**config.mk**
```make
export PLATFORM = sky130hd
export DESIGN_NAME = downsizing
export DESIGN_NICKNAME = d
export VERILOG_FILES = /design/src/rtl/downsizing_pkg.sv /design/src/rtl/downsizing.sv
export SDC_FILE = /design/constraint.sdc
export NUM_CORES = 1
export LEC_CHECK = 0
export ABC_AREA = 1
export BUFFER_PORTS_ARGS = -buffer_cell sky130_fd_sc_hd__buf_4
export CAP_MARGIN = 5
export CORE_ASPECT_RATIO = 0.9
export CORE_MARGIN = 5
export CORE_UTILIZATION = 35
export CTS_CLUSTER_SIZE = 30
export DETAILED_ROUTE_END_ITERATION = 8
export GPL_ROUTABILITY_DRIVEN = 1
export PLACE_DENSITY = 0.63
export RECOVER_POWER = 100
export SETUP_SLACK_MARGIN = 0.4
export SKIP_CTS_REPAIR_TIMING = 1
export SLEW_MARGIN = 10
export SYNTH_ARGS = -nofsm -noshare
export SYNTH_HDL_FRONTEND = slang
export SYNTH_SLANG_ARGS = --single-unit
```
**constraint.sdc**
```tcl
create_clock -name aclk -period 3.85 [get_ports aclk]
set_clock_uncertainty 0.05 [all_clocks]
set_input_delay 0.9625 -clock aclk [delete_from_list [all_inputs] [get_ports aclk]]
set_output_delay 0.9625 -clock aclk [all_outputs]
set_load 0.005 [all_outputs]
```
**src/rtl/downsizing_pkg.sv**
```systemverilog
// Shared types for the downsizing width converter (2*W-bit in, W-bit out).
package downsizing_pkg;

    typedef enum logic [1:0] {
        EMPTY = 2'd0,
        UPPER = 2'd1,
        LOWER = 2'd2
    } state_e;

endpackage

```
**src/rtl/downsizing.sv**
```systemverilog
// AXI-Stream 2*W -> W downsizer: emits the upper half of each word, then the lower half.
// Optional build macro DOWNSIZING_TLAST_EN adds in_tlast/out_tlast (flag rides on the second beat).
module downsizing
    import downsizing_pkg::*;
#(
    parameter int W = 40
) (
    input  logic             aclk,
    input  logic             areset,
    input  logic [2*W-1:0]   in_tdata,
    input  logic             in_tvalid,
    output logic             in_tready,
    output logic [W-1:0]     out_tdata,
    output logic             out_tvalid,
    input  logic             out_tready,
`ifdef DOWNSIZING_TLAST_EN
    input  logic             in_tlast,
    output logic             out_tlast,
`endif
    output state_e           dbg_state
);

    // Handshake semantics: a beat transfers on a rising edge where valid & ready are both 1;
    // valid never waits on ready, and in_tready depends only on state and out_tready.

    state_e           state_q, state_d;
    logic [2*W-1:0]   data_q, data_d;
    logic             in_hs;
    logic             out_hs;

    assign in_hs  = in_tvalid & in_tready;
    assign out_hs = out_tvalid & out_tready;

    always_ff @(posedge aclk) begin
        if (areset) begin
            state_q <= EMPTY;
        end else begin
            state_q <= state_d;
        end
    end

    // The data register is deliberately not reset; it is only meaningful outside EMPTY.
    always_ff @(posedge aclk) begin
        data_q <= data_d;
    end

    always_comb begin
        state_d = state_q;
        data_d  = data_q;
        if (in_hs) begin
            data_d = in_tdata;
        end
        case (state_q)
            EMPTY: begin
                if (in_hs) begin
                    state_d = UPPER;
                end
            end
            UPPER: begin
                if (out_hs) begin
                    state_d = LOWER;
                end
            end
            LOWER: begin
                if (out_hs) begin
                    state_d = in_hs ? UPPER : EMPTY;
                end
            end
            default: state_d = EMPTY;
        endcase
    end

    always_comb begin
        in_tready  = (state_q == EMPTY) | ((state_q == LOWER) & out_tready);
        out_tvalid = (state_q != EMPTY);
        out_tdata  = (state_q == UPPER) ? data_q[2*W-1:W] : data_q[W-1:0];
        dbg_state  = state_q;
    end

`ifdef DOWNSIZING_TLAST_EN
    logic last_q, last_d;

    always_ff @(posedge aclk) begin
        if (areset) begin
            last_q <= 1'b0;
        end else begin
            last_q <= last_d;
        end
    end

    always_comb begin
        last_d    = in_hs ? in_tlast : last_q;
        out_tlast = last_q & (state_q == LOWER);
    end
`endif

endmodule

```
# After elaboration in Yosys (flattened, before gate mapping)
# Cells that the tools add are included.
# word_totals
regBits	82
latch_bits	0
ram_bits	0
mem_bits_ro	0
output_inout_bits	44
memories	0
# classes
add_sub_neg	0
multipliers	0
div	0
order_cmp	0
n_eq_ne	5
shifts	0
mux	6
bitwise	4
n_reduce_logical	3
# op_table
operator	count
$mux 40	1
$mux 2	3
$ne 2x2->1 const B	3
$pmux 2 s3	1
$and 1x1->1	3
$reduce_and 3->1	1
$eq 2x1->1 const B	1
$eq 2x2->1 const B	1
$logic_not 2->1	1
$reduce_bool 2->1	1
$mux 1	1
$or 1x1->1	1

# Longest topological paths before layout
# Gate-level depths: netlist of the first run.
# logic_depth
word_depth	7
mapped_depth	6
depth_no_buf	5

# Worst setup path before layout of the first run
# No wires, ideal clock.
# synth_path
kind	input port to flip-flop
startpoint	input port out_tready
endpoint	register data_q[0], enable pin
setup_time_ns	0.434
t_arrival_ns	2.718
t_required_ns	3.366
slack_ns	0.648
stages	4
n_path_buf	0
path_cell_list	inv_1 nand2_1 nand3_1 inv_1
# synth_between
elab_chain_len	3
# synth_rtl
item	line	text
start, declared	downsizing.sv:15	input logic out_tready,
$and 1x1->1	downsizing.sv:74	in_tready = (state_q == EMPTY) | ((state_q == LOWER) & out_tready);
$or 1x1->1	downsizing.sv:74	
$and 1x1->1	downsizing.sv:31	assign in_hs = in_tvalid & in_tready;
named net in_hs	downsizing.sv:28	logic in_hs;
end signal, assigned	downsizing.sv:44	data_q <= data_d;
end, declared	downsizing.sv:27	logic [2*W-1:0] data_q, data_d;
# The timed path passes the listed nets, and every way through them passes these cells.
# A chain may end at the register's enable or synchronous reset.

# Worst setup path after layout of the first run
# layout_path
startpoint	register state_q[0] (netlist: dbg_state[0])
endpoint	output port out_tdata[16]
# layout_between
elab_chain_len	2
# layout_rtl
item	line	text
start, declared	downsizing.sv:26	state_e state_q, state_d;
start signal, assigned	downsizing.sv:38	state_q <= state_d;
$eq 2x1->1	downsizing.sv:76	out_tdata = (state_q == UPPER) ? data_q[2*W-1:W] : data_q[W-1:0];
$mux 40	downsizing.sv:76	
end, declared	downsizing.sv:13	output logic [W-1:0] out_tdata,
# No other way between the ends.

==> impl_summary.txt, run 1 <==
----------------------------------------------------
[Placed design]
  Port bufs ... 127
  Weighted congestion reported at the end of routability-driven placement ... 0.6951
  Cell Count Post-Placement ... 466
  HPWL after detailed placement ... 4708 µm

[Routing]
  First drt pass iteration count ... 4
  Vias after detailed routing ... 2020
  Drt via density ... 4.191
  Violation count after the first detailed-routing iteration ... 71
  Antenna viol nets, final ... 0
  Routed wire length per instance ... 13.53 µm
  DRT Wirelength ... 6520 µm
  Number of design rule violations left after detail routing ... 0

[Yosys]
  Mean cell area of the mapped netlist ... 13.46 µm²
  Number of synthesized flops with an enable pin ... 80
  Leading cell types by count after synthesis ... nand2_1, edfxtp_1, buf_4, buf_6, inv_1
  Gate count of the mapped netlist ... 226
  Biggest area consumer among synthesized cells ... edfxtp_1
  Most numerous cell in the Yosys netlist ... nand2_1
  Dominant register cell in the synthesized netlist ... edfxtp_1
  Mapped Nets ... 310
  Portion of the post-synthesis area used by sequential elements ... 0.8030
  Fraction of registers with async set/reset ... 0
  Most area-consuming cells after synthesis ... edfxtp_1, nand2_1, buf_6
  Number of distinct library cell variants in the gate-level netlist after synthesis ... 10
  Yosys warns ... 0
  Proportion of netlist area held by the largest area contributor ... 0.7898
  Cell area after technology mapping ... 3042 µm²
  Flip-flop and latch count after synthesis ... 82

[Layout]
  Synthesis-to-finish area growth ... 40.23%
  Cell Count, Final, Fillers Out ... 482
  Number of nets in the layout ... 442
  Ant diodes ... 0
  Fraction of final layout cells with drive strength greater than 1 ... 0.3884

[Clocking]
  Htree depth ... 3
  Total clock buffers created by CTS ... 9
  Maximum clock path buffer count ... 2
  Buffer cell driving the clock tree root ... clkbuf_8
  Clock tree sinks ... 82
  Clk Latency, worst-skew pair ... 330 ps
  Clock tree from TritonCTS ... done
  Clock slew seen by the registers of the worst setup and hold paths ... 70 ps

[Die]
  Cell row count ... 32
  Area of the placeable core ... 8528 µm²
  Starting density of the core ... 0.3567
  Die Wd ... 108.3 µm
  Die Footprint ... 10660 µm²
  I/O pin cnt ... 128
  Vertical die dimension ... 98.44 µm

[Power]
  Proportion of power drawn by flip-flops and latches ... 0.554
  Switching pwr ... 0.4157 mW
  P_leak ... 1.846 nW
  Clock share of power ... 0.322
  Worst ir drop on vdd ... 0.0001889 V
  Switching share of power ... 0.2164
  P per Cell Area ... 450.4 nW/µm²
  Logic pwr share ... 0.123
  Internal cell power ... 1.505 mW

[Flow run]
  MaxCap Viol Count ... 0

[Global routing]
  Largest net degree at the start of global routing ... 42
  Total global routing track utilization ... 0.1258
  First-pass GRT wire length ... 10070 µm
  Vias in the first global route ... 2115
  Initial antenna violation count ... 0
  Global route total overflow ... 0

[Setup path]
  CP startpoint kind ... flop
  Worst Path Max Fanout ... 40
  Data arrival at the endpoint of the critical path ... 1900 ps
  Sort of element at the end of the critical path ... output port
  Critical path start-end classification ... flop to output port
  Required time worst endpoint ... 2840 ps

[STA]
  Final cycle utilization of the critical path ... 0.7574
  Setup repair after global routing missed its margin ... false
  Crit path time final ... 2916 ps
  Count of final setup violators ... 0
  Number of hold violations in the final report ... 0
  Worst-case hold slack ... 462.3 ps
  Setup TNS ... 0 ps
  Timing-limited maximum frequency ... 342.9 MHz
  Slew of the pin with the lowest slew margin ... 966.2 ps
  Headroom to the max-slew limit ... 0.3559
  Number of max-slew violations in the final report ... 0

[Hold path]
  Class of the worst hold path ... flop to flop

[Status]
  Run status ... completed

----------------------------------------------------
[critical path, cell delays in order, from the launching register on]
cell      delay, ps
dfxtp_1         350
inv_1           120
nor2_4          330
inv_2           390
nand2_1         140
nand2_1          80
clkbuf_4        140
[layer usage]
layer / track usage / wire length (µm) / up-vias
met5: 0 / 0 / -
met3: 0.04388 / 497 / 6
met4: 0.04660 / 55 / 0
met1: 0.1462 / 2686 / 918
li1: - / - / 1018
met2: 0.2146 / 3281 / 78
[cell families after synthesis]
kind of cell    Yosys count  share of synthesized area
flops                    82                     0.8030
compound gates            2                   0.003291
buf+inv                  14                    0.03208
simple gates            128                     0.1617
[per-stage QoR]
stage	power, mW	util	setup WS, ps	instance area [µm²]
floorplan	1.184	-	647.8	3042
global placement	1.342	0.4805	1200	4098
detailed placement	1.348	0.4805	1148	4098
CTS	1.973	0.5045	894.6	4303
global route	2.012	0.5001	693.3	4265
finish	1.921	0.5001	933.9	4265
[power groups by stage]
stage	Clock (mW)	Combinational (mW)	Sequential, mW
after CTS	0.645	0.263	1.07
final	0.619	0.237	1.07
after floorplan	0	0.0990	1.09
after global routing	0.674	0.266	1.07
after detailed placement	0	0.262	1.09
after global placement	0	0.259	1.08
[worst paths after layout]
path	from	to	slack, ps	cells after the start
min reg2reg	dbg_state[0]$_SDFFE_PP0P_	dbg_state[1]$_SDFFE_PP0P_	460	2
min	dbg_state[0]$_SDFFE_PP0P_	dbg_state[1]$_SDFFE_PP0P_	460	2
max	dbg_state[0]$_SDFFE_PP0P_	out_tdata[16]	930	6
max reg2reg	dbg_state[1]$_SDFFE_PP0P_	data_q[21]$_DFFE_PP_	1400	4
[layout make-up]
type | instances | area [µm²]
fill | 782 | 4263
sequential | 82 | 2442
timing repair buffer | 129 | 943.4
multi-input combinational | 130 | 501.7
clock buffer | 12 | 155.1
tap | 119 | 148.9
clock inverter | 4 | 50.05
inverter | 6 | 23.77
[flip-flops by register name (all words and copies together), names as in the netlist]
register	count
dbg_state	2
data_q	80
[cell usage in the layout (no fill, tap or decap), drive strengths merged]
cell,count
clkinvlp,2
inv,5
edfxtp,80
bufinv,1
clkinv,2
nor2,1
a21oi,2
clkbuf,135
nand3,3
buf,6
nand2,124
dfxtp,2
Note: power is estimated with default switching activity, not from simulation.
==> run 2: changes to the inputs <==
clock period = 3 ns   (was 3.85 ns; I/O delays follow)
==> run 2 against run 1 <==
Effect of this change:
- the run now ends with max-capacitance violations, max-slew violations left
- critical endpoint is now data_q[24]$_DFFE_PP_
- register-to-register slack worse by 830 ps
- setup slack worse by 540 ps
- routed wire length decreased by 2.9%
- die area stayed put
- sequential power is 28% higher
- combinational power grew 29%
- sequential cell count unchanged
- critical path depth unchanged
- non-clock buffer count did not move
- total power grew 27%
- critical path type is now input pin to flop
==> impl_summary.txt, run 2 (same netlist as run 1, synthesis figures left out) <==
----------------------------------------------------
[STA]
  Crit path time final ... 2605 ps
  Number of hold violations in the final report ... 0 (unchanged)
  Final cycle utilization of the critical path ... 0.8684
  Setup TNS ... 0 ps (unchanged)
  Setup repair after global routing missed its margin ... false (unchanged)
  Slew of the pin with the lowest slew margin ... 1712 ps (was 966.2 ps)
  Count of final setup violators ... 0 (unchanged)
  Number of max-slew violations in the final report ... 81 (was 0)
  Timing-limited maximum frequency ... 383.8 MHz
  Headroom to the max-slew limit ... -0.1412 (was 0.3559)
  Worst-case hold slack ... 475.9 ps (was 462.3 ps)

[Routing]
  Antenna viol nets, final ... 0 (unchanged)
  Violation count after the first detailed-routing iteration ... 78 (was 71)
  DRT Wirelength ... 6328 µm (was 6520 µm)
  Vias after detailed routing ... 2016 (was 2020)
  Routed wire length per instance ... 13.13 µm (was 13.53 µm)
  Number of design rule violations left after detail routing ... 0 (unchanged)
  Drt via density ... 4.183 (was 4.191)
  First drt pass iteration count ... 4 (unchanged)

[Power]
  Worst ir drop on vdd ... 0.0003219 V (was 0.0001889 V)
  P per Cell Area ... 571.6 nW/µm² (was 450.4 nW/µm²)
  P_leak ... 1.844 nW (was 1.846 nW)

[Global routing]
  Initial antenna violation count ... 0 (unchanged)
  Vias in the first global route ... 2053 (was 2115)
  Total global routing track utilization ... 0.1196 (was 0.1258)
  Global route total overflow ... 0 (unchanged)
  Largest net degree at the start of global routing ... 81 (was 42)
  First-pass GRT wire length ... 9735 µm (was 10070 µm)

[Layout]
  Fraction of final layout cells with drive strength greater than 1 ... 0.3912 (was 0.3884)
  Leading cell type in the layout, fill and taps excluded ... nand2_1 (unchanged)
  Number of nets in the layout ... 442 (unchanged)
  Most flop-heavy register ... data_q (unchanged)
  Flip-flop count of the largest register, all copies and words added ... 80 (unchanged)
  Filler Cells Inserted ... 767 (was 782)
  Synthesis-to-finish area growth ... 40.31% (was 40.23%)
  Most used cells in the layout excluding fill and tap cells ... nand2_1, clkbuf_4, edfxtp_1 (unchanged)
  Ant diodes ... 0 (unchanged)

[Placed design]
  Port bufs ... 127 (unchanged)
  Weighted congestion reported at the end of routability-driven placement ... 0.7587 (was 0.6951)
  HPWL after detailed placement ... 4503 µm (was 4708 µm)

[Clocking]
  Total clock buffers created by CTS ... 9 (unchanged)
  Clk Latency, worst-skew pair ... 340 ps (was 330 ps)
  Clock tree from TritonCTS ... done (unchanged)
  Buffer cell driving the clock tree root ... clkbuf_8 (unchanged)
  Clock tree sinks ... 82 (unchanged)
  Maximum clock path buffer count ... 2 (unchanged)
  Htree depth ... 3 (unchanged)
  Clock slew seen by the registers of the worst setup and hold paths ... 80 ps (was 70 ps)

[Flow run]
  MaxCap Viol Count ... 1 (was 0)

[Hold path]
  Class of the worst hold path ... flop to flop (unchanged)
  Hold path cells ... 2 (unchanged)

[Setup path]
  Worst Path Max Fanout ... 80 (was 40)
  Sort of element at the end of the critical path ... flop (was output port)
  Critical path start-end classification ... input pin to flop (was flop to output port)
  CP startpoint kind ... input pin (was flop)
  Data arrival at the endpoint of the critical path ... 2490 ps (was 1900 ps)
  Required time worst endpoint ... 2890 ps (was 2840 ps)
  Number of cells traversed by the worst register-to-register path ... 4 (unchanged)

[Die]
  Starting density of the core ... 0.3567 (unchanged)
  Die Wd ... 108.3 µm (unchanged)
  Area of the placeable core ... 8528 µm² (unchanged)
  Vertical die dimension ... 98.44 µm (unchanged)
  I/O pin cnt ... 128 (unchanged)
  Cell row count ... 32 (unchanged)
  Die Footprint ... 10660 µm² (unchanged)

[Status]
  Violated checks ... max-capacitance violations, max-slew violations
  Run status ... finished with violations (was completed)

----------------------------------------------------
==> run 2: cell types whose count changed in the layout (fill, tap and decap cells not counted), sizes merged <==
cell,change
clkinv,+2
clkinvlp,+1
clkbuf,-3
==> run 2: routing by layer <==
layer / share of wire / up-vias / track usage
met5: 0 / - / 0
met4: 0.014 / 0 / 0.03689
met3: 0.11 / 8 / 0.06680
met2: 0.48 / 83 / 0.1907
met1: 0.39 / 905 / 0.1378
li1: - / 1020 / -
==> run 2: per-stage QoR <==
stage | util | setup slack (ps) | power (mW) | area [µm²] | cells
final | 0.5004 | 394.7 | 2.439 | 4268 | 482
after global routing | 0.5004 | 239.0 | 2.559 | 4268 | 482
after CTS | 0.5041 | 431.1 | 2.503 | 4299 | 482
after detailed placement | 0.4814 | 863.1 | 1.727 | 4105 | 466
after global placement | 0.4814 | 903.5 | 1.720 | 4105 | 466
after floorplan | - | 421.5 | 1.519 | 3050 | 226
==> run 2: cell type report <==
| class | count | area (µm²) | share of cell area |
|---|---|---|---|
| sequential | 82 | 2442 | 0.5723 |
| timing repair buffer | 129 | 954.7 | 0.2237 |
| multi-input combinational | 130 | 499.2 | 0.1170 |
| tap | 119 | 148.9 | 0.03489 |
| clock buffer | 9 | 123.9 | 0.02902 |
| clock inverter | 7 | 70.07 | 0.01642 |
| inverter | 6 | 28.78 | 0.006743 |
==> run 2: power breakdown <==
| part | switching [mW] | internal (mW) |
|---|---|---|
| Combinational | 0.148 | 0.157 |
| Sequential | 0.0182 | 1.35 |
| Clock | 0.385 | 0.381 |
| Total | 0.551 | 1.89 |
==> run 2: path summary, 6_finish.rpt <==
check / from / endpoint / slack [ps]
hold reg to reg: dbg_state[0]$_SDFFE_PP0P_ / dbg_state[1]$_SDFFE_PP0P_ / 480
hold / removal: dbg_state[0]$_SDFFE_PP0P_ / dbg_state[1]$_SDFFE_PP0P_ / 480
setup reg to reg: dbg_state[0]$_SDFFE_PP0P_ / data_q[24]$_DFFE_PP_ / 570
setup / recovery: out_tready / data_q[24]$_DFFE_PP_ / 390
==> run 2: worst max-delay path: stages <==
cell and delay [ps]:
clkbuf_4 110, inv_1 60, nand2_1 100, nand3_2 120
clkinvlp_4 80, buf_2 1260
